## src/rtl/odd_even_sort_engine.sv

```systemverilog
// odd_even_sort_engine: buffers a block of N unsigned words, sorts them with
// N odd-even transposition phases (one phase per clock, all compare-exchange
// decisions of a phase in parallel), then streams them out smallest first.
// N must be even and at least 2. Reset is synchronous and active-high.
module odd_even_sort_engine #(
    parameter int N = 8,
    parameter int W = 8
) (
    input  logic         clk,
    input  logic         rst,
    input  logic         in_valid,
    input  logic [W-1:0] in_data,
    output logic         in_ready,
    output logic         out_valid,
    output logic [W-1:0] out_data,
    input  logic         out_ready,
    output logic         busy
);

    localparam int CW = $clog2(N) + 1;
    localparam int IW = $clog2(N);

    typedef enum logic [1:0] {
        S_LOAD  = 2'd0,
        S_SORT  = 2'd1,
        S_DRAIN = 2'd2
    } state_t;

    state_t         state;
    state_t         state_next;
    logic [W-1:0]   elem [N];
    logic [W-1:0]   phase_next [N];
    logic [CW-1:0]  cnt;
    logic           last_cnt;
    logic           in_fire;
    logic           out_fire;

    assign last_cnt = (cnt == CW'(N - 1));
    assign in_fire  = in_valid & in_ready;
    assign out_fire = out_valid & out_ready;

    // Borrow-chain comparator: borrow-out of (x - y) with borrow-in 0,
    // which is 1 exactly when x < y as unsigned numbers.
    function automatic logic borrow_lt(input logic [W-1:0] x, input logic [W-1:0] y);
        logic b;
        b = 1'b0;
        for (int i = 0; i < W; i++) begin
            b = (~x[i] & y[i]) | (~(x[i] ^ y[i]) & b);
        end
        return b;
    endfunction

    // State register.
    always_ff @(posedge clk) begin
        // NOTE: registers use non-blocking assignments so every flop samples
        // pre-edge values; blocking here would create ordering races.
        if (rst) begin
            state <= S_LOAD;
        end else begin
            state <= state_next;
        end
    end

    // Next-state logic: LOAD -> SORT after N words, SORT -> DRAIN after N
    // phases, DRAIN -> LOAD after N output handshakes.
    always_comb begin
        // NOTE: default assignment first so no path leaves state_next
        // unassigned, which would otherwise infer a latch.
        state_next = state;
        unique case (state)
            S_LOAD:  if (in_fire && last_cnt)  state_next = S_SORT;
            S_SORT:  if (last_cnt)             state_next = S_DRAIN;
            S_DRAIN: if (out_fire && last_cnt) state_next = S_LOAD;
            default: state_next = S_LOAD;
        endcase
    end

    // Output decode from the current state; out_data reads 0 outside DRAIN.
    always_comb begin
        in_ready  = (state == S_LOAD);
        busy      = (state == S_SORT) || (state == S_DRAIN);
        out_valid = (state == S_DRAIN);
        out_data  = (state == S_DRAIN) ? elem[0] : '0;
    end

    // One transposition phase: even phases pair (0,1),(2,3)..., odd phases
    // pair (1,2),(3,4)... leaving the end words untouched. Equal words hold.
    always_comb begin
        phase_next = elem;
        if (!cnt[0]) begin
            for (int a = 0; a < N; a += 2) begin
                if (borrow_lt(elem[a+1], elem[a])) begin
                    phase_next[a]   = elem[a+1];
                    phase_next[a+1] = elem[a];
                end
            end
        end else begin
            for (int a = 1; a < N - 1; a += 2) begin
                if (borrow_lt(elem[a+1], elem[a])) begin
                    phase_next[a]   = elem[a+1];
                    phase_next[a+1] = elem[a];
                end
            end
        end
    end

    // Datapath: word buffer and the shared load/phase/drain counter.
    always_ff @(posedge clk) begin
        if (rst) begin
            cnt <= '0;
            // NOTE: the buffer is cleared on reset on purpose, so a discarded
            // block can never leak stale words into a later one.
            for (int i = 0; i < N; i++) begin
                elem[i] <= '0;
            end
        end else begin
            unique case (state)
                S_LOAD: begin
                    if (in_fire) begin
                        elem[cnt[IW-1:0]] <= in_data;
                        cnt <= last_cnt ? '0 : cnt + CW'(1);
                    end
                end
                S_SORT: begin
                    elem <= phase_next;
                    cnt  <= last_cnt ? '0 : cnt + CW'(1);
                end
                S_DRAIN: begin
                    if (out_fire) begin
                        for (int i = 0; i < N - 1; i++) begin
                            elem[i] <= elem[i+1];
                        end
                        elem[N-1] <= '0;
                        cnt <= last_cnt ? '0 : cnt + CW'(1);
                    end
                end
                default: cnt <= '0;
            endcase
        end
    end

endmodule

```

## config.mk

```make
export PLATFORM = sky130hd
export DESIGN_NAME = odd_even_sort_engine
export DESIGN_NICKNAME = d
export VERILOG_FILES = /design/src/rtl/odd_even_sort_engine.sv
export SDC_FILE = /design/constraint.sdc
export NUM_CORES = 1
export LEC_CHECK = 0
export CORE_ASPECT_RATIO = 0.75
export CORE_UTILIZATION = 55
export DETAILED_ROUTE_END_ITERATION = 10
export PLACE_DENSITY = 0.81
export SETUP_SLACK_MARGIN = 0.15
export SYNTH_ARGS = -nofsm -noshare
export SYNTH_HDL_FRONTEND = slang
export SYNTH_SLANG_ARGS = --single-unit
```

## constraint.sdc

```tcl
create_clock -name clk -period 2.95 [get_ports clk]
set_input_delay 0.4425 -clock clk [delete_from_list [all_inputs] [get_ports clk]]
set_output_delay 0.4425 -clock clk [all_outputs]
set_load 0.05 [all_outputs]
```

# Word-level counts from Yosys, hierarchy flattened
# Cells that the tools add are included.
[totals]
output_inout_bits = 11
ff_bits = 70
[op_classes]
n_addsub = 1
n_eq_ne = 18
n_reduce_logical = 16
n_mux = 25
n_bitwise = 311
n_lt_le_gt_ge = 2
[ops]
columns = ["op", "n"]
rows = [
  ["64-bit one-hot mux with 3 select lines", 1],
  ["64-bit 2-to-1 mux", 2],
  ["16-bit 2-to-1 mux", 7],
  ["1-bit bitwise AND", 107],
  ["1-bit inverter", 105],
  ["64-bit bitwise mux", 1],
  ["1-bit bitwise OR", 49],
  ["1-bit XOR", 49],
  ["48-bit 2-to-1 mux", 1],
  ["5-bit AND reduction", 8],
  ["8-bit 2-to-1 mux", 4],
  ["8-bit demux with 3-bit select", 1],
  ["3-bit by 2-bit != test with 1-bit output, second input constant", 7],
  ["4-bit 2-to-1 mux", 3],
  ["2-bit by 1-bit != test with 1-bit output, second input constant", 6],
  ["4-bit one-hot mux with 3 select lines", 1],
  ["2-bit 2-to-1 mux", 3],
  ["2-bit one-hot mux with 3 select lines", 1],
  ["4-bit by 1-bit adder with 4-bit output, second input constant", 1],
  ["4-bit by 3-bit equality test with 1-bit output, second input constant", 1],
  ["4-bit >= comparator, second input constant", 1],
  ["4-bit by 1-bit less-than comparator with 1-bit output, second input constant", 1],
  ["2-bit != test, second input constant", 2],
  ["3-bit inverter with 4-bit output", 1],
  ["8 further kinds", 10],
]

# Logic depth before layout (Yosys ltp)
[logic_depth]
word_depth = 19
ltp_mapped = 11

# Worst setup path after synthesis
# No wires, ideal clock.
[synth_timing]
kind = "register to register"
start = "register state[0]"
end = "register (tool-made name)"
synth_period_minus_slack_ns = 2.689
t_arrival_ns = 2.565
setup_slack_ns = 0.261
path_stages_with_launch = 10
setup_ns = 0.123
cell_sequence = "dfxtp_1 -> inv_1 -> ha_1 -> buf_6 -> nor2b_4 -> or3_1 -> buf_2 -> a311oi_4 -> o211ai_4 -> mux2_1"
[synth_rtl]
columns = ["item", "line_no", "text"]
rows = [
  ["start: declaration", "29", "state_t state;"],
  ["start signal: assignment", "60", "state <= state_next;"],
]

==> impl_metrics.csv <==
group,metric,value,unit
outcome,outcome,"completed",
layout,stdcell_area,6190,µm²
synthesis,ys.flop_type,"dfxtp_1",
worst_setup_path,startpoint_type,"flip-flop",
global_route,grt_start_max_net_pins,65,
sta,worst_slew_pin_slew,0.906,ns
layout,area_growth,14.2,%
global_route,antenna_found_initial,1,
drt,vias_per_cell,7.15,
global_route,grt_pass1_vias,5024,
layout,multiInputGateArea,3580,µm²
placement,place_area,5850,µm²
drt,drc_errors,0,
placement,dp_hpwl,13000,µm
layout,seqCellArea,1400,µm²
sta,relSlewSlack,39.5,%
clocking,ctsHoldBuffers,0,
clocking,cts_buffers,9,
synthesis,syn_area,5420,µm²
synthesis,ys_ff_latch,70,
clocking,cts_resized,0,
placement,port_buffers,22,
synthesis,synthSimpleGateAreaFrac,13.9,%
synthesis,synth_edf_count,0,
floorplanning,rows,30,
worst_setup_path,cp-end-kind,"flip-flop",
synthesis,synth.top_cells.by_count,"dfxtp_1 (70), ha_1 (54), inv_1 (54)",
synthesis,synth_mux_area_share,2.86,%
synthesis,seq_area_frac_synth,25.9,%
drt,final_antenna_net_count,0,
clocking,worstSkewPairLatency,0.35,ns
synthesis,synth.avg_cell_area,8.74,µm²
layout,n_antenna_cell,0,
synthesis,syn_nets,686,
clocking,postCtsSetupRepairBufs,0,
synthesis,synth_compound_area_share,36.7,%
clocking,clkSlewWorstSetupHoldPaths,0.06,ns
floorplanning,start_util,58.2,%
layout,drive_gt1_share,12.6,%
drt,drt-total-wl,18200,µm
global_route,grt_pass1_wl,27700,µm
sta,setup_tns,0,ns
pwr,p_leak,2.29,nW
worst_setup_path,cp_data_arrival_time,2.96,ns
drt,via_count,5504,
clocking,cts.sinks,70,
worst_setup_path,crit_fanout,9,
placement,gp_congestion,0.914,
clocking,clockBufferDepth,2,
sta,setup_viol,0,
synthesis,synthDistinctLibCells,62,
sta,maxSlewViolCount,0,
synthesis,synth_top_area_share,25.9,%
clocking,cts_tree,"built",
hold_path,hold_class,"flip-flop to flip-flop",
sta,rsz0062_at_grt,"no",
clocking,htreeDepth,3,
synthesis,synth_top_family_by_area,"compound AO/OA/AOI/OAI gates",
flow_run,max_cap_viol_count,0,
sta,hold_violations,0,
floorplanning,die-area,10300,µm²
layout,fill_cells,765,
synthesis,synth-async-reset-ratio,0,%
clocking,cts_root_buf,"clkbuf_16",
worst_setup_path,path_class,"flip-flop to flip-flop",
sta,fin_crit_sh,91.9,%
synthesis,synthCells,620,
synthesis,ys_warn_count,0,
global_route,grtUsageTotal,36.5,%
synthesis,synth_top_area_cell,"dfxtp_1",
worst_setup_path,cp.required,3.20,ns
layout,nets,703,
synthesis,yosysMostFrequentCell,"dfxtp_1",
drt,dr.pass1.iters,7,
pwr,power_density,409,nW/µm²
sta,period_minus_slack,2.71,ns
synthesis,synth_xor_area_share,0,%
global_route,overflow,0,
sta,fmax,369,MHz
drt,drt_iter0_drc,992,
synthesis,synthAdderAreaFrac,12.5,%
floorplanning,ios,23,
drt,wl_per_cell,23.6,µm
floorplanning,coreArea,9310,µm²
worst_setup_path,rrSetupSlack,0.24,ns
floorplanning,die_x,117,µm
sta,fin_worst_skew,0.00638,ns
synthesis,synth.area.top_cells,"dfxtp_1 (26%), ha_1 (12%), a22o_1 (5.0%), a222oi_1 (4.4%), inv_1 (3.7%)",
pwr,max-vdd-ir-drop,0.272,mV
floorplanning,die_y,88.0,µm
-- critical path, stage by stage, from the launching register on --
cell,delay (ns)
dfxtp_1,0.30
buf_4,0.15
ha_1,0.29
a2111oi_0,0.62
o211ai_1,0.52
and3_1,0.45
a211oi_1,0.27
-- where the power goes --
group	leakage, nW	switching, mW	total, mW	internal, mW
clock network	0.166	0.428	1.24	0.809
registers	0.567	0.0377	1.01	0.968
logic	1.56	0.167	0.292	0.124
-- cells in the final DEF (no fill, tap or decap), types with 6 or more instances in the layout --
| cell | n |
|---|---|
| clkdlybuf4s50_1 | 20 |
| a21o_1 | 9 |
| ha_1 | 53 |
| a22oi_1 | 18 |
| o21bai_1 | 8 |
| o31a_1 | 7 |
| a22o_1 | 31 |
| buf_4 | 38 |
| o311a_1 | 8 |
| nand3_1 | 6 |
| clkbuf_16 | 9 |
| a32o_1 | 8 |
| nand2_1 | 17 |
| a31oi_1 | 16 |
| a311oi_1 | 7 |
| dfxtp_1 | 70 |
| nor2b_1 | 13 |
| nor2_1 | 30 |
| a211oi_1 | 25 |
| mux2_2 | 7 |
| and2_1 | 9 |
| o21a_1 | 13 |
| nor4b_1 | 8 |
| a211oi_2 | 8 |
| a222oi_1 | 24 |
| a21oi_1 | 29 |
| o21ai_0 | 13 |
| inv_1 | 54 |
| nand4b_1 | 6 |
-- metal layers --
metal / share of wire, % / wire length, µm / vias to the layer above / track usage, %
met5: 0 / 0 / - / 0
met1: 41 / 7460 / 2580 / 50.3
li1: - / - / 2453 / -
met3: 15 / 2640 / 61 / 12.1
met2: 42 / 7550 / 410 / 52.2
met4: 2.9 / 518 / 0 / 14.4
-- final cells by class --
class                           instances  area share, %
Inverter                               54           3.27
Sequential cell                        70           22.6
Timing Repair Buffer                   60           8.25
Multi-Input combinational cell        442           57.8
Clock inverter                          3           1.05
Clock buffer                           13           4.37
Tap cell                              128           2.59
-- stage by stage --
step,util (%),hold slack (ns),setup slack [ns],std cells,total power [mW]
after global routing,66.5,0.509,0.210,770,2.59
after CTS,66.4,0.486,0.315,770,2.53
after floorplan,-,0.436,0.261,620,1.20
final,66.5,0.492,0.239,770,2.53
after global placement,62.8,0.462,0.327,754,1.29
after detailed placement,62.8,0.475,0.268,754,1.30
-- path summary, 6_finish.rpt --
path | from | end | depth (start not counted)
max | flip-flop | flip-flop | 6
min | cnt[3] | cnt[3] | 2
max reg2reg | flip-flop | flip-flop | 6
min reg2reg | cnt[3] | cnt[3] | 2
-- cells by family (layout without fill, tap and decap cells) --
kind of cell               Yosys count  in the layout
adders and majority gates           54             54
AOI/OAI and AO/OA                  247            247
buffers and inverters              108            130
muxes                               14             14
and+or+nand+nor                    127            127
DFF                                 70             70
(Power assumes the default switching activity.)
